`src/rtl/mram_pkg.sv`:
```
// mram_pkg: shared state encoding, default widths and timing for the MRAM access controller.
package mram_pkg;
   typedef enum logic [2:0] {IDLE, SETUP, WPULSE, WHOLD, RWAIT, TURN} state_t;
   localparam int DEF_ADDR_W = 20;
   localparam int DEF_DATA_W = 16;
   localparam int DEF_T_AS   = 1;
   localparam int DEF_T_WP   = 4;
   localparam int DEF_T_WH   = 1;
   localparam int DEF_T_RD   = 4;
   localparam int DEF_T_TURN = 1;
   localparam logic STROBE_OFF = 1'b1;
   function automatic int max_of(input int a, input int b);
      return a > b ? a : b;
   endfunction
endpackage

```
`src/rtl/mram_wait_cnt.sv`:
```
// mram_wait_cnt: loadable down-counter that parks at zero and flags done there.
module mram_wait_cnt #(
   parameter int W = 3
) (
   input  logic         clk,
   input  logic         rst,
   input  logic         load,
   input  logic [W-1:0] load_val,
   output logic         done
);
   logic [W-1:0] cnt_q, cnt_d;
   assign done = cnt_q == '0;
   always_comb cnt_d = load ? load_val : (done ? cnt_q : cnt_q - 1'b1);
   always_ff @(posedge clk or negedge rst) begin
      if (!rst) cnt_q <= '0;
      else cnt_q <= cnt_d;
   end
endmodule

```
`src/rtl/mram_access_ctrl.sv`:
```
// mram_access_ctrl: turns one parallel request into a timed asynchronous MRAM access.
// Every pin is a flop fed from the next-state decode, so strobes never glitch.
module mram_access_ctrl
   import mram_pkg::*;
#(
   parameter int ADDR_W = DEF_ADDR_W,
   parameter int DATA_W = DEF_DATA_W,
   parameter int T_AS   = DEF_T_AS,
   parameter int T_WP   = DEF_T_WP,
   parameter int T_WH   = DEF_T_WH,
   parameter int T_RD   = DEF_T_RD,
   parameter int T_TURN = DEF_T_TURN
) (
   input  logic              clk,
   input  logic              rst,
   input  logic              req_valid,
   output logic              req_ready,
   input  logic              req_write,
   input  logic [ADDR_W-1:0] req_addr,
   input  logic [DATA_W-1:0] req_wdata,
   input  logic [1:0]        req_be,
   output logic              rd_valid,
   output logic [DATA_W-1:0] rd_data,
   output logic [ADDR_W-1:0] mram_addr,
   output logic [DATA_W-1:0] mram_dq_out,
   output logic              mram_dq_oe,
   input  logic [DATA_W-1:0] mram_dq_in,
   output logic              chip_en,
   output logic              write_en,
   output logic              out_en,
   output logic              lower_byte_en,
   output logic              upper_byte_en
);
   localparam int T_MAX = max_of(max_of(max_of(T_AS, T_WP), max_of(T_WH, T_RD)), T_TURN);
   localparam int CNT_W = $clog2(T_MAX + 1);
   localparam logic [CNT_W-1:0] LV_AS   = CNT_W'(T_AS - 1);
   localparam logic [CNT_W-1:0] LV_WP   = CNT_W'(T_WP - 1);
   localparam logic [CNT_W-1:0] LV_WH   = CNT_W'(T_WH - 1);
   localparam logic [CNT_W-1:0] LV_RD   = CNT_W'(T_RD - 1);
   localparam logic [CNT_W-1:0] LV_TURN = CNT_W'(T_TURN - 1);

   if (T_AS < 1 || T_WP < 1 || T_WH < 1 || T_RD < 1 || T_TURN < 1) begin : g_bad_timing
      $error("mram_access_ctrl: every timing parameter must be at least 1");
   end

   state_t state_q, state_d;
   logic wr_q, wr_d, done, load, acc;
   logic [1:0] be_q, be_d;
   logic [CNT_W-1:0] load_val;
   logic [ADDR_W-1:0] mram_addr_q, mram_addr_d;
   logic [DATA_W-1:0] mram_dq_out_q, mram_dq_out_d, rd_data_q, rd_data_d;
   logic req_ready_q, req_ready_d, rd_valid_q, rd_valid_d, mram_dq_oe_q, mram_dq_oe_d;
   logic chip_en_q, chip_en_d, write_en_q, write_en_d, out_en_q, out_en_d;
   logic lower_byte_en_q, lower_byte_en_d, upper_byte_en_q, upper_byte_en_d;

   mram_wait_cnt #(.W(CNT_W)) u_cnt (
      .clk(clk), .rst(rst), .load(load), .load_val(load_val), .done(done)
   );

   always_comb begin
      state_d = state_q;
      wr_d = wr_q;
      be_d = be_q;
      mram_addr_d = mram_addr_q;
      mram_dq_out_d = mram_dq_out_q;
      load = 1'b0;
      load_val = '0;
      case (state_q)
         IDLE: if (req_valid) begin
            wr_d = req_write;
            be_d = req_be;
            mram_addr_d = req_addr;
            mram_dq_out_d = req_wdata;
            load = 1'b1;
            // A write with no byte enabled touches nothing; just burn the turnaround.
            state_d = (req_write && req_be == 2'b00) ? TURN : SETUP;
            load_val = (req_write && req_be == 2'b00) ? LV_TURN : LV_AS;
         end
         SETUP: if (done) begin
            load = 1'b1;
            state_d = wr_q ? WPULSE : RWAIT;
            load_val = wr_q ? LV_WP : LV_RD;
         end
         WPULSE: if (done) begin
            load = 1'b1;
            state_d = WHOLD;
            load_val = LV_WH;
         end
         WHOLD, RWAIT: if (done) begin
            load = 1'b1;
            state_d = TURN;
            load_val = LV_TURN;
         end
         TURN: if (done) state_d = IDLE;
         default: state_d = IDLE;
      endcase
      acc = state_d inside {SETUP, WPULSE, WHOLD, RWAIT};
      req_ready_d = state_d == IDLE;
      chip_en_d = acc ? 1'b0 : STROBE_OFF;
      write_en_d = state_d == WPULSE ? 1'b0 : STROBE_OFF;
      out_en_d = state_d == RWAIT ? 1'b0 : STROBE_OFF;
      mram_dq_oe_d = acc && wr_d;
      lower_byte_en_d = acc ? (wr_d ? ~be_d[0] : 1'b0) : STROBE_OFF;
      upper_byte_en_d = acc ? (wr_d ? ~be_d[1] : 1'b0) : STROBE_OFF;
      rd_valid_d = state_q == RWAIT && state_d == TURN;
      rd_data_d = rd_valid_d ? mram_dq_in : rd_data_q;
   end

   always_ff @(posedge clk or negedge rst) begin
      if (!rst) begin
         state_q <= IDLE;
         wr_q <= 1'b0;
         be_q <= '0;
         mram_addr_q <= '0;
         mram_dq_out_q <= '0;
         rd_data_q <= '0;
         req_ready_q <= 1'b1;
         rd_valid_q <= 1'b0;
         mram_dq_oe_q <= 1'b0;
         chip_en_q <= STROBE_OFF;
         write_en_q <= STROBE_OFF;
         out_en_q <= STROBE_OFF;
         lower_byte_en_q <= STROBE_OFF;
         upper_byte_en_q <= STROBE_OFF;
      end else begin
         state_q <= state_d;
         wr_q <= wr_d;
         be_q <= be_d;
         mram_addr_q <= mram_addr_d;
         mram_dq_out_q <= mram_dq_out_d;
         rd_data_q <= rd_data_d;
         req_ready_q <= req_ready_d;
         rd_valid_q <= rd_valid_d;
         mram_dq_oe_q <= mram_dq_oe_d;
         chip_en_q <= chip_en_d;
         write_en_q <= write_en_d;
         out_en_q <= out_en_d;
         lower_byte_en_q <= lower_byte_en_d;
         upper_byte_en_q <= upper_byte_en_d;
      end
   end

   assign req_ready = req_ready_q;
   assign rd_valid = rd_valid_q;
   assign rd_data = rd_data_q;
   assign mram_addr = mram_addr_q;
   assign mram_dq_out = mram_dq_out_q;
   assign mram_dq_oe = mram_dq_oe_q;
   assign chip_en = chip_en_q;
   assign write_en = write_en_q;
   assign out_en = out_en_q;
   assign lower_byte_en = lower_byte_en_q;
   assign upper_byte_en = upper_byte_en_q;
endmodule

```
`config.mk`:
```
export PLATFORM = sky130hd
export DESIGN_NAME = mram_access_ctrl
export DESIGN_NICKNAME = d
export VERILOG_FILES = /design/src/rtl/mram_pkg.sv /design/src/rtl/mram_wait_cnt.sv /design/src/rtl/mram_access_ctrl.sv
export SDC_FILE = /design/constraint.sdc
export NUM_CORES = 1
export LEC_CHECK = 0
export ABC_AREA = 1
export BUFFER_PORTS_ARGS = -buffer_cell sky130_fd_sc_hd__buf_2
export CORE_UTILIZATION = 45
export CTS_CLUSTER_DIAMETER = 100
export DETAILED_ROUTE_END_ITERATION = 16
export GPL_TIMING_DRIVEN = 0
export MAX_ROUTING_LAYER = met4
export PLACE_DENSITY_LB_ADDON = 0.12
export SLEW_MARGIN = 20
export SYNTH_ARGS = -nofsm -noshare
export SYNTH_HDL_FRONTEND = slang
export SYNTH_SLANG_ARGS = --single-unit
```
`constraint.sdc`:
```
create_clock -name clk -period 1.9 [get_ports clk]
set_clock_uncertainty 0.15 [all_clocks]
set_input_delay 0.38 -clock clk [delete_from_list [all_inputs] [get_ports clk]]
set_output_delay 0.38 -clock clk [all_outputs]
set_load 0.01 [all_outputs]
```
# Yosys cells after proc, flatten, opt, wreduce, memory -nomap -nowiden
# Cells that the tools add are included.
# totals
regBits	69
in_bits	58
output_inout_bits	60
wordCells	66
# classes
add_sub_neg	1
eq_ne	11
mux	26
bitwise	2
reduce_logical	11
# ops
cell	count
two-way mux 3 bit	9
one-hot mux 3 bit (5 select lines)	1
equality test 3 x 2 -> 1 bit (second input constant)	4
equality test 3 bit (second input constant)	4
two-way mux 1 bit	11
logical NOT 3 bit	3
two-way mux 2 bit	4
equality test 3 x 1 -> 1 bit (second input constant)	2
nonzero test 4 bit	1
OR reduction 4 bit	1
logical AND 1 bit	3
subtractor 3 x 1 -> 3 bit (second input constant)	1
logical NOT 2 bit	1
!= test 2 x 1 -> 1 bit (second input constant)	1
inverter 1 bit	2
one-hot mux 1 bit (2 select lines)	1
AND reduction 2 bit	1
OR reduction 2 bit	1

# Depth between registers and ports, before layout
# depth
ltp_word	8
ltp_mapped	11
depth_no_buf	11

# Cells and area by module
# Synthesis repeated with hierarchy kept, for this count alone.
# unflattened
cells_unflattened	249
area_unflattened_um2	2952.8
# modules_own_cells
mod	n_inst	cells_per_inst	area_each_um2	seq_area_each_um2
mram_access_ctrl	1	219	2745.1	1659.1
mram_wait_cnt	1	30	207.7	75.1

# Worst setup path after synthesis
# No wires, ideal clock.
# synth_timing
path_kind	reg2reg
from	register u_cnt.cnt_q[0]
to	register rd_data_q[10], in the netlist rd_data[10]
setup_ps	116
arrival_ps	1341
t_required_ps	1634
setup_slack_ps	293
path_stages_with_launch	11
path_buffers	1
period_less_slack_ps	1607
path_cell_list	dfrtp_1 > inv_1 > ha_1 > inv_1 > o21ai_1 > nand3_4 > nand2_4 > inv_6 > buf_8 > nand2_1 > nand2_1
# synth_between
elab_chain_cells	5
elab_cells_between_ends	8
cone_classes	1 x eq/ne; 5 x mux; 2 x reduce/logical
# synth_rtl
item	line	rtl
start: declaration	mram_wait_cnt.sv:11	logic [W-1:0] cnt_q, cnt_d;
start signal: assignment	mram_wait_cnt.sv:16	else cnt_q <= cnt_d;
logical NOT 3 bit *	mram_wait_cnt.sv:12	assign done = cnt_q == '0;
two-way mux 3 bit (on tied branches)	n/a	
one-hot mux 3 bit (5 select lines) *	mram_access_ctrl.sv:68	case (state_q)
equality test 3 bit *	mram_access_ctrl.sv:105	rd_valid_d = state_q == RWAIT && state_d == TURN;
logical AND 1 bit *	mram_access_ctrl.sv:105	
via rd_valid_d	mram_access_ctrl.sv:52	logic req_ready_q, req_ready_d, rd_valid_q, rd_valid_d, mram_dq_oe_q, mram_dq_oe_d;
end signal: assignment	mram_access_ctrl.sv:131	rd_data_q <= rd_data_d;
end: declaration	mram_access_ctrl.sv:51	logic [DATA_W-1:0] mram_dq_out_q, mram_dq_out_d, rd_data_q, rd_data_d;
# Mark *: on every way through the listed nets, which the timed path passes. The rest lies on a longest branch.
# A chain may end at the register's enable or synchronous reset.

# Worst setup path in the final report
# layout_timing
from	register u_cnt.cnt_q[0]
to	register mram_dq_oe_q, in the netlist mram_dq_oe
# layout_between
elab_chain_cells	6
elab_cells_between_ends	12
cone_classes	4 x eq/ne; 5 x mux; 3 x reduce/logical
# layout_rtl
item	line	rtl
logical NOT 3 bit *	mram_wait_cnt.sv:12	
two-way mux 3 bit (on tied branches)	n/a	
one-hot mux 3 bit (5 select lines) *	mram_access_ctrl.sv:68	
via state_d[2]	mram_access_ctrl.sv:46	state_t state_q, state_d;
equality test 3 x 1 -> 1 bit (tied with other cells)	mram_access_ctrl.sv:97	acc = state_d inside {SETUP, WPULSE, WHOLD, RWAIT};
nonzero test 4 bit *	mram_access_ctrl.sv:97	
logical AND 1 bit *	mram_access_ctrl.sv:102	mram_dq_oe_d = acc && wr_d;
via mram_dq_oe_d	mram_access_ctrl.sv:52	
end signal: assignment	mram_access_ctrl.sv:134	mram_dq_oe_q <= mram_dq_oe_d;
end: declaration	mram_access_ctrl.sv:52	
# Marked as above.

==> out/results.ini <==
[sta]
whs_ns=0.0860
finalCritPeriodShare_pct=91.1
maxSlewViolCount=0
rsz0062_at_grt=no
worst_slack_ns=0.170
fmax_mhz=578
setup_viol=0
fin_tns_setup_ns=0
fin_crit_ns=1.73
tightest_slew_ns=0.303
hold_violations=0
relSlewSlack_pct=79.8

[hold_path]
hp-start=req_wdata[13]
hold_path.class=in2reg
min_delay_path_depth=3
min_to=mram_dq_out[13]

[logic_synthesis]
syn-cell-area_um2=2800
synth_top_area_share_pct=56.4
ys_seq_area_share_pct=62.0
avgSynthCellArea_um2=8.94
syn-num-nets=373
netlist_instances=313
ys_types=24
post_synth_main_area_contributors=dfrtp_1, nand2_1, dfstp_2, inv_1, nor2_1
ys.flop_type=dfrtp_1
synth_commonest_cells=nand2_1, dfrtp_1, inv_1
ys_ff_latch=69
async_flop_share_pct=100
yosysMostFrequentCell=nand2_1
yosysTopAreaCell=dfrtp_1
ys_warn_count=0
synth-edff-count=0

[routing]
dr.pass1.iters=4
wl_per_cell_um=11.2
num_vias=2351
drc=0
viasPerCell=4.50
ant_nets=0
wirelength_mm=5.86
drt-initial-drc-count=91

[clock_network]
cts_sinks=69
clk_pin_slew_worst_paths_ns=0.08
cts_tree=built
htree_levels=3
clk_latency_ns=0.33
cts_inserted_buffers=9
root_buffer=clkbuf_8
cts_max_path_buffers=2

[finish]
n_fill_cell=564
syn2layout_area_growth_pct=34.9
diodes=0
drive_gt1_share_pct=36.8
nets=503
final_util_pct=63.4

[floorplan]
coreArea_um2=5960
initial_core_util_pct=47.0
pin_count=118
die_h_um=80.9
die-width_um=80.9
rows=28
dieArea_um2=6540

[setup_path]
cp_slowest_cell=dfrtp_1
worstSetupEndpointType=register
cpLargestDelayFamily=simple AND/OR/NAND/NOR gates
crit_buf_inv=3
worstPathCellList=inv_1 > ha_1 > inv_1 > nor2_4 > nand3_1 > nand2_1 > nor2_1 > inv_1 > nand2_1 > nand2_2 > nor2_1
r2r_end=mram_dq_oe
required_ns=2.01
crit_path_max_fanout=6
critical_path_class=reg2reg
reg2reg_slack_ns=0.17
cp-start-kind=register
reg2reg_depth=11
reg2reg_from=u_cnt.cnt_q[0]
cpPeakStageDelay_ns=0.38
cp_data_arrival_time_ns=1.84
worst_path_most_repeated_cell=inv_1

[placed_design]
dpl.hpwl_mm=4.26
port_buffers=117
gp_congestion=0.782
preCtsSetupSlack_ns=0.134

[grt]
grt_pass1_vias=2211
antenna_found_initial=0
grt_pass1_wl_mm=9.42
grt-ovfl-total=0
grt_use_total_pct=19.6
grt_max_degree=50

[status]
outcome=finished, final reports clean

[power_and_ir_drop]
vdd_drop_max_mv=0.963
p_per_area_nw_per_um2=1760
p_leak_nw=2.22

[flow_run]
cap_violations=0

==> final cells by class <==
| type | instances | area (um^2) | area share (%) |
|---|---|---|---|
| inverters | 19 | 76.3 | 2.02 |
| clock inverters | 6 | 110 | 2.92 |
| flip-flops and latches | 69 | 1730 | 46.0 |
| plain buffers | 10 | 76.3 | 2.02 |
| clock buffers | 10 | 138 | 3.65 |
| multi-input cells | 215 | 920 | 24.4 |
| well taps | 75 | 93.8 | 2.49 |
| repair buffers | 119 | 626 | 16.6 |
==> metal layers <==
layer / part of all wire (%) / wire length, um / track usage [%] / vias to the layer above
met2: 44 / 2610 / 31.0 / 81
li1: - / - / - / 1202
met3: 8.8 / 515 / 5.84 / 10
met4: 1.2 / 73 / 9.11 / 0
met5: 0 / 0 / - / -
met1: 45 / 2670 / 23.0 / 1058
==> logic make-up after synthesis <==
logic type | count (synthesis) | synth area share [%]
AND/OR/NAND/NOR | 207 | 30.3
buffers and inverters | 29 | 5.46
adder cells (fa/ha/maj) | 2 | 0.894
XOR/XNOR | 1 | 0.313
flip-flops | 69 | 62.0
AO/OA/AOI/OAI | 5 | 1.07
==> registers in the layout, indices dropped and copies added (netlist names) <==
| signal | count |
|---|---|
| rd_valid | 1 |
| wr_q | 1 |
| mram_dq_oe | 1 |
| lower_byte_en | 1 |
| be_q | 2 |
| upper_byte_en | 1 |
| req_ready | 1 |
| write_en | 1 |
| rd_data | 16 |
| mram_addr | 20 |
| mram_dq_out | 16 |
| out_en | 1 |
| state_q | 3 |
| u_cnt.cnt_q | 3 |
| chip_en | 1 |
==> per-stage QoR <==
step,power [mW],cell area [um^2],cells
final,6.64,3770,523
after global routing,7.20,3770,523
after CTS,6.71,3760,523
after detailed placement,5.24,3510,506
after global placement,5.15,3480,505
after floorplan,4.24,2800,313
==> worst register-to-register path: cells and delay by family (launching register included) <==
family	cells	cell delay (ns)
DFF	1	0.38
buffers and inverters	3	0.29
adders and majority gates	1	0.21
and+or+nand+nor	7	0.64
==> placed cells by master, fill, tap and decap left out <==
cell type	n
and3_1	1
buf_16	1
buf_2	120
buf_4	5
buf_6	1
buf_8	1
bufinv_16	3
clkbuf_8	10
clkinv_2	1
clkinvlp_4	2
dfrtp_1	63
dfstp_2	6
dlygate4sd3_1	1
ha_1	2
inv_1	16
inv_2	2
inv_6	1
nand2_1	175
nand2_2	4
nand2_4	3
nand3_1	7
nand3_4	1
nand4_1	1
nor2_1	11
nor2_2	2
nor2_4	1
o211ai_1	2
o21ai_0	2
o21ai_2	1
or2_1	1
xnor2_1	1
==> repair_timing <==
item	CTS	global route
endpoints found under the hold margin	17	0
buffers inserted	0	0
gates resized for setup	0	2
setup endpoints to repair	0	5
hold buffers	1	0
==> worst max-delay path by stage <==
stage	from	end	slack, ns	cells past startpoint
5_1_grt	u_cnt.cnt_q[0]	rd_data[9]	0.03	10
4_1_cts	u_cnt.cnt_q[0]	rd_data[15]	0.12	11
2_1_floorplan	u_cnt.cnt_q[0]	rd_data[10]	0.29	10
6_report	u_cnt.cnt_q[0]	mram_dq_oe	0.17	11
3_5_place_dp	u_cnt.cnt_q[0]	rd_data[9]	0.13	11
3_3_place_gp	rst	rd_data[10]	-0.02	1
==> power by group <==
part / leakage (nW) / internal (mW) / switching [mW]
Combinational: 1.25 / 1.07 / 1.58
Sequential: 0.853 / 2.19 / 0.355
Clock: 0.119 / 0.905 / 0.537
Total: 2.22 / 4.17 / 2.48
(Power assumes the default switching activity.)
